## src/rtl/imm_encoder_if.sv

```systemverilog
// Request/response bus of the immediate encoder: request side (in_*, ImmSrc, Imm,
// InstrIn) and encoded-word side (out_*, InstrOut). Clock and reset stay outside.
interface imm_encoder_if;
   logic        in_valid;
   logic        in_ready;
   logic [2:0]  ImmSrc;
   logic [31:0] Imm;
   logic [31:0] InstrIn;
   logic        out_valid;
   logic        out_ready;
   logic [31:0] InstrOut;
   logic        out_last;
   logic        out_err;

   modport master (
      output in_valid, ImmSrc, Imm, InstrIn, out_ready,
      input  in_ready, out_valid, InstrOut, out_last, out_err
   );

   modport slave (
      input  in_valid, ImmSrc, Imm, InstrIn, out_ready,
      output in_ready, out_valid, InstrOut, out_last, out_err
   );
endinterface

```

## src/rtl/imm_encoder.sv

```systemverilog
// Packs an immediate into a template instruction (I/S/B/J/U) or expands a 32-bit
// constant load into LUI/ADDI. Optional range checking: define IMM_RANGE_CHECK_EN.
module imm_encoder (
   input  logic          clk,
   input  logic          reset,
   imm_encoder_if.slave  bus
);
   typedef enum logic [0:0] {
      ST_IDLE = 1'b0,
      ST_LI2  = 1'b1
   } state_t;

   localparam logic [6:0] OP_LUI  = 7'b0110111;
   localparam logic [6:0] OP_ADDI = 7'b0010011;

   state_t      state_r;
   state_t      next_state_s;
   logic        out_valid_r;
   logic [31:0] instr_out_r;
   logic        out_last_r;
   logic        out_err_r;
   logic [31:0] pend_r;

   logic        nxt_valid_s;
   logic [31:0] nxt_word_s;
   logic        nxt_last_s;
   logic        nxt_err_s;
   logic [31:0] nxt_pend_s;

   logic        in_ready_s;
   logic        accept_s;
   logic [4:0]  rd_s;
   logic [11:0] lo_s;
   logic [19:0] hi_s;
   logic [31:0] lui_s;
   logic [31:0] addi_x0_s;
   logic [31:0] addi_rd_s;
   logic [31:0] req_word_s;
   logic        req_last_s;
   logic        req_err_s;
   logic        req_two_s;

   function automatic logic [31:0] pack_imm(input logic [2:0] src, input logic [31:0] imm,
                                            input logic [31:0] instr);
      logic [31:0] w;
      w = instr;
      case (src)
         3'b000: w[31:20] = imm[11:0];
         3'b001: begin
            w[31:25] = imm[11:5];
            w[11:7]  = imm[4:0];
         end
         3'b010: begin
            w[31]    = imm[12];
            w[7]     = imm[11];
            w[30:25] = imm[10:5];
            w[11:8]  = imm[4:1];
         end
         3'b011: begin
            w[31]    = imm[20];
            w[30:21] = imm[10:1];
            w[20]    = imm[11];
            w[19:12] = imm[19:12];
         end
         3'b100: w[31:12] = imm[31:12];
         default: w = instr;
      endcase
      return w;
   endfunction

`ifdef IMM_RANGE_CHECK_EN
   function automatic logic imm_err(input logic [2:0] src, input logic [31:0] imm);
      logic e;
      case (src)
         3'b000, 3'b001: e = (imm != {{20{imm[11]}}, imm[11:0]});
         3'b010:         e = (imm != {{19{imm[12]}}, imm[12:0]}) || imm[0];
         3'b011:         e = (imm != {{11{imm[20]}}, imm[20:0]}) || imm[0];
         3'b100:         e = (imm[11:0] != 12'd0);
         3'b101:         e = 1'b0;
         default:        e = 1'b1;
      endcase
      return e;
   endfunction
`else
   function automatic logic imm_err(input logic [2:0] src);
      return (src[2:1] == 2'b11);
   endfunction
`endif

   // LI building blocks; hi is (Imm + 0x800) >> 12 computed without the unused low sum bits
   always_comb begin
      rd_s      = bus.InstrIn[11:7];
      lo_s      = bus.Imm[11:0];
      hi_s      = bus.Imm[31:12] + {19'd0, bus.Imm[11]};
      lui_s     = {hi_s, rd_s, OP_LUI};
      addi_x0_s = {lo_s, 5'd0, 3'b000, rd_s, OP_ADDI};
      addi_rd_s = {lo_s, rd_s, 3'b000, rd_s, OP_ADDI};
   end

   // First output word and flags for the request currently on the bus
   always_comb begin
      req_word_s = bus.InstrIn;
      req_last_s = 1'b1;
      req_err_s  = 1'b0;
      req_two_s  = 1'b0;
      if (bus.ImmSrc == 3'b101) begin
         if (hi_s == 20'd0) begin
            req_word_s = addi_x0_s;
         end else if (lo_s == 12'd0) begin
            req_word_s = lui_s;
         end else begin
            req_word_s = lui_s;
            req_last_s = 1'b0;
            req_two_s  = 1'b1;
         end
      end else begin
         req_word_s = pack_imm(bus.ImmSrc, bus.Imm, bus.InstrIn);
`ifdef IMM_RANGE_CHECK_EN
         req_err_s  = imm_err(bus.ImmSrc, bus.Imm);
`else
         req_err_s  = imm_err(bus.ImmSrc);
`endif
      end
   end

   // Next-state and output-register load decisions
   always_comb begin
      next_state_s = state_r;
      nxt_valid_s  = out_valid_r;
      nxt_word_s   = instr_out_r;
      nxt_last_s   = out_last_r;
      nxt_err_s    = out_err_r;
      nxt_pend_s   = pend_r;
      in_ready_s   = (state_r == ST_IDLE) && (!out_valid_r || bus.out_ready);
      accept_s     = bus.in_valid && in_ready_s;
      case (state_r)
         ST_IDLE: begin
            if (accept_s) begin
               nxt_valid_s = 1'b1;
               nxt_word_s  = req_word_s;
               nxt_last_s  = req_last_s;
               nxt_err_s   = req_err_s;
               nxt_pend_s  = addi_rd_s;
               if (req_two_s) begin
                  next_state_s = ST_LI2;
               end else begin
                  next_state_s = ST_IDLE;
               end
            end else if (bus.out_ready) begin
               nxt_valid_s = 1'b0;
            end else begin
               nxt_valid_s = out_valid_r;
            end
         end
         ST_LI2: begin
            if (bus.out_ready) begin
               nxt_valid_s  = 1'b1;
               nxt_word_s   = pend_r;
               nxt_last_s   = 1'b1;
               nxt_err_s    = 1'b0;
               next_state_s = ST_IDLE;
            end else begin
               next_state_s = ST_LI2;
            end
         end
         default: begin
            next_state_s = ST_IDLE;
            nxt_valid_s  = 1'b0;
         end
      endcase
   end

   // State and output registers; reset drops any pending ADDI word
   always_ff @(posedge clk) begin
      if (reset) begin
         state_r     <= ST_IDLE;
         out_valid_r <= 1'b0;
         instr_out_r <= 32'd0;
         out_last_r  <= 1'b0;
         out_err_r   <= 1'b0;
         pend_r      <= 32'd0;
      end else begin
         state_r     <= next_state_s;
         out_valid_r <= nxt_valid_s;
         instr_out_r <= nxt_word_s;
         out_last_r  <= nxt_last_s;
         out_err_r   <= nxt_err_s;
         pend_r      <= nxt_pend_s;
      end
   end

   assign bus.in_ready  = in_ready_s;
   assign bus.out_valid = out_valid_r;
   assign bus.InstrOut  = instr_out_r;
   assign bus.out_last  = out_last_r;
   assign bus.out_err   = out_err_r;
endmodule

```

## src/flat_wrapper.sv

```systemverilog
// flat-port wrapper written by rule: the top's interface ports become plain ports
module imm_encoder_flat 
  (clk, reset, bus_in_valid, bus_ImmSrc, bus_Imm, bus_InstrIn, bus_out_ready, bus_in_ready, bus_out_valid, bus_InstrOut, bus_out_last, bus_out_err);
  imm_encoder_if bus_i ();
  input  logic clk;
  input  logic reset;
  input wire logic [$bits(bus_i.in_valid)-1:0] bus_in_valid;
  input wire logic [$bits(bus_i.ImmSrc)-1:0] bus_ImmSrc;
  input wire logic [$bits(bus_i.Imm)-1:0] bus_Imm;
  input wire logic [$bits(bus_i.InstrIn)-1:0] bus_InstrIn;
  input wire logic [$bits(bus_i.out_ready)-1:0] bus_out_ready;
  output wire logic [$bits(bus_i.in_ready)-1:0] bus_in_ready;
  output wire logic [$bits(bus_i.out_valid)-1:0] bus_out_valid;
  output wire logic [$bits(bus_i.InstrOut)-1:0] bus_InstrOut;
  output wire logic [$bits(bus_i.out_last)-1:0] bus_out_last;
  output wire logic [$bits(bus_i.out_err)-1:0] bus_out_err;
  assign bus_i.in_valid = bus_in_valid;
  assign bus_i.ImmSrc = bus_ImmSrc;
  assign bus_i.Imm = bus_Imm;
  assign bus_i.InstrIn = bus_InstrIn;
  assign bus_i.out_ready = bus_out_ready;
  assign bus_in_ready = bus_i.in_ready;
  assign bus_out_valid = bus_i.out_valid;
  assign bus_InstrOut = bus_i.InstrOut;
  assign bus_out_last = bus_i.out_last;
  assign bus_out_err = bus_i.out_err;
  imm_encoder u_core (.clk(clk), .reset(reset), .bus(bus_i));
endmodule
```

## config.mk

```make
export PLATFORM = sky130hd
export DESIGN_NAME = imm_encoder_flat
export DESIGN_NICKNAME = d
export VERILOG_FILES = /design/src/rtl/imm_encoder_if.sv /design/src/rtl/imm_encoder.sv /design/src/flat_wrapper.sv
export SDC_FILE = /design/constraint.sdc
export NUM_CORES = 1
export LEC_CHECK = 0
export BUFFER_PORTS_ARGS = -buffer_cell sky130_fd_sc_hd__buf_2
export CAP_MARGIN = 5
export CORE_UTILIZATION = 40
export DETAILED_ROUTE_END_ITERATION = 6
export PLACE_DENSITY_LB_ADDON = 0.3
export SLEW_MARGIN = 25
export SYNTH_ARGS = -nofsm -noshare
export SYNTH_HDL_FRONTEND = slang
export SYNTH_SLANG_ARGS = --single-unit
```

## constraint.sdc

```tcl
create_clock -name clk -period 2.5 [get_ports clk]
set_input_delay 0.125 -clock clk [delete_from_list [all_inputs] [get_ports clk]]
set_output_delay 0.125 -clock clk [all_outputs]
set_load 0.02 [all_outputs]
```

==> flow_summary.yaml <==
status:
  status: "finished with violations"
  violations: "design-rule violations"
critical_path:
  cpMaxStageDelayCell: "nor4_1"
  cp.arrival_ps: 2510
  r2r_slack_ps: 580
  critPathTopFamily: "simple AND/OR/NAND/NOR gates"
  reg2reg_to: "u_core.bus.InstrOut[29]"
  timing.critical_path.buf_inv: 3
  critPathMaxFanout: 12
  worst_ep_required_time_ps: 2730
  cp-end-kind: "register"
  r2r_start: "u_core.state_r"
  r2r_cells: 6
  crit_top_cell: "ha_1"
  max_stage_delay_ps: 360
  start_kind: "input pin"
  worstSetupPathType: "in2reg"
  path_cells: "buf_2 -> ha_1 -> ha_1 -> and4_1 -> a21boi_0 -> nor4_1 -> buf_4 -> o2111ai_2 -> nor4_4 -> buf_12 -> nand3_1 -> a311oi_2"
finish:
  diodes: 0
  final_util: 0.513
  n_fill_cell: 876
  layout-drive-gt1-share: 0.311
  syn2layout_area_growth_pct: 22.9
  finish.net_count: 647
global_route:
  grt_pass1_vias: 3872
  gr-usage-all-layers: 0.255
  grt_max_degree: 35
  gr-total-overflow: 0
  antenna_found_initial: 0
  grt_pass1_wl_um: 19600
clock_tree:
  htree_levels: 2
  numCtsBuffers: 5
  clockBufferDepth: 2
  cts_resized: 0
  cts_tree: "done"
  clk_pin_slew_worst_paths_ps: 110
  cts_hold_buf: 0
  clk_latency_ps: 320
  post_cts_buffers: 0
  cts_root_buffer: "clkbuf_8"
  clock_sinks: 54
pwr:
  switching_share: 0.332
  p_switching_w: 0.000730
  p_comb_frac: 0.279
  seq_power_share: 0.437
  intPower_w: 0.00147
  ir_drop_v: 0.000404
  power_frac_clock: 0.284
  power_density_nw_per_um2: 487
  leakage_nw: 1.85
run:
  drv_cap: 0
synthesis:
  syn-num-nets: 546
  yosys_most_used_dff: "dfxtp_1"
  synth_top_family_by_area: "simple AND/OR/NAND/NOR gates"
  synth-edff-count: 0
  yosys.area_share.simple: 0.276
  yosys_warnings: 0
  synth.avg_cell_area_um2: 7.77
  synth_mux_area_frac: 0.0501
  postSynthRegisterBits: 54
  synth_seq_area_share: 0.294
  yosysUniqueCellTypes: 62
  synthesis.instances: 473
  syn_area_um2: 3670
  synth_xor_area_frac: 0.0501
  synthAdderAreaFrac: 0.00681
  synth-compound-area-share: 0.263
  async_flop_share: 0
routing:
  wirelength_um: 12000
  detail-route-antenna-nets: 0
  drt_iter0_drc: 275
  drt-vias-per-instance: 5.87
  routedWlPerCell_um: 17.5
  drtPass1Iterations: 7
  vias: 4008
  route.detailed.drc: 16
timing:
  rsz0062_at_grt: "no"
  post-route-min-period_ps: 2280
  max_slew.worst_pin.slew_ps: 742
  timing.hold.ws_ps: 46.2
  timing.fmax_ghz: 0.439
  slew_viol_final: 0
  hold_viol_final: 0
  finalSetupViolCount: 0
  setup_ws_ps: 221
  finalCritPeriodShare: 0.911
  maxSlewHeadroom: 0.503
  finClkSkew_ps: 7.32
die:
  rows: 34
  start_util: 0.417
  die_x_um: 97.9
  core_area_um2: 8810
  die-area_um2: 9570
  die_h_um: 97.9
  io_pins: 107
placement:
  pre_cts_ws_ps: -75.7
  portBuffers: 106
  hpwl_um: 9130
  gp_congestion: 0.873
hold_path:
  hold_class: "in2reg"
  holdPathStages: 3
  hold_start: "bus_InstrIn[9]"
  holdPathEnd: "u_core.pend_r[17]"
routing by layer:
| metal | global-route usage | routed length (µm) |
|---|---|---|
| met1 | 0.328 | 5160 |
| met3 | 0.0408 | 752 |
| met5 | 0 | 0 |
| met4 | 0.104 | 368 |
| met2 | 0.425 | 5680 |
worst min-delay path: cells and delay by family:
kind / cells / cell delay [ps]
buffers and inverters: 1 / 110
and+or+nand+nor: 1 / 50
AOI/OAI and AO/OA: 1 / 50
layout by cell type (no fill, tap or decap), types with 8 or more instances in the layout:
cell type,instances
buf_2,106
nand2_1,67
buf_4,27
nor3_1,8
dfxtp_1,54
o21ai_0,21
xnor2_1,14
a21oi_1,43
inv_1,8
and3_1,8
nand3_1,19
nor2_1,42
mux2_2,9
a22oi_1,9
cell type report:
class                           count  area, µm²  area share
Sequential cell                    54       1080       0.239
Clock buffer                        5       68.8      0.0152
Inverter                            9       33.8     0.00748
Multi-Input combinational cell    369       2380       0.526
Timing Repair Buffer              135        773       0.171
Clock inverter                      3       47.5      0.0105
Tap cell                          108        135      0.0299
worst max path at each step:
stage / from / endpoint / slack (ps) / cells past startpoint
2_1_floorplan: bus_Imm[11] / u_core.bus.InstrOut[23] / 170 / 10
3_3_place_gp: bus_Imm[11] / u_core.bus.InstrOut[23] / 30 / 11
3_5_place_dp: bus_Imm[11] / u_core.bus.InstrOut[26] / -80 / 12
4_1_cts: bus_Imm[11] / u_core.bus.InstrOut[26] / 260 / 12
5_1_grt: bus_Imm[11] / u_core.bus.InstrOut[30] / 90 / 12
6_report: bus_Imm[11] / u_core.bus.InstrOut[26] / 220 / 12
synthesized netlist by cell type (5+ instances only):
master    count  area (µm²)
a21oi_1      44         220
a221oi_1      7        61.3
a22oi_1       9        67.6
a31oi_1       5        31.3
and3_1        8        50.1
buf_2         7        35.0
clkbuf_1     28         105
dfxtp_1      54        1080
inv_1         8        30.0
mux2_2        9         101
mux2i_1       6        60.1
nand2_1      67         251
nand2b_1      7        43.8
nand3_1      19        95.1
nand4_1       5        31.3
nor2_1       42         158
nor3_1        8        40.0
nor3b_1       6        45.0
nor4_1        5        31.3
o211ai_1      7        52.6
o21ai_0      21         105
o22ai_1       6        37.5
o22ai_2       6        75.1
xnor2_1      14         123
xor2_1        7        61.3
power by group through the flow:
stage	sequential, W	combinational (W)	clock [W]
after floorplan	0.00103	0.000329	0
after global placement	0.000978	0.000597	0
after detailed placement	0.000980	0.000608	0
after CTS	0.000961	0.000611	0.000634
after global routing	0.000970	0.000668	0.000671
final	0.000962	0.000613	0.000624
registers in the layout (all words and copies together), names as in the netlist:
| name | count |
|---|---|
| u_core.bus.InstrOut | 32 |
| u_core.pend_r | 18 |
| u_core.bus.out_err | 1 |
| u_core.bus.out_last | 1 |
| u_core.bus.out_valid | 1 |
| u_core.state_r | 1 |
cells by family (layout without fill, tap and decap cells):
family / after synthesis / after routing
DFF: 54 / 54
AOI/OAI and AO/OA: 137 / 137
adders and majority gates: 2 / 2
and+or+nand+nor: 193 / 193
muxes: 16 / 16
xor gates and xnor gates: 21 / 21
buffers and inverters: 50 / 152
through the flow:
stage	area, µm²	std cells	power [W]	setup TNS (ps)
5_1_grt	4520	683	0.00231	0
3_5_place_dp	4400	675	0.00159	-413
4_1_cts	4520	683	0.00221	0
3_3_place_gp	4400	675	0.00157	0
2_1_floorplan	3670	473	0.00136	0
6_report	4520	683	0.00220	0
(Power assumes the default switching activity.)
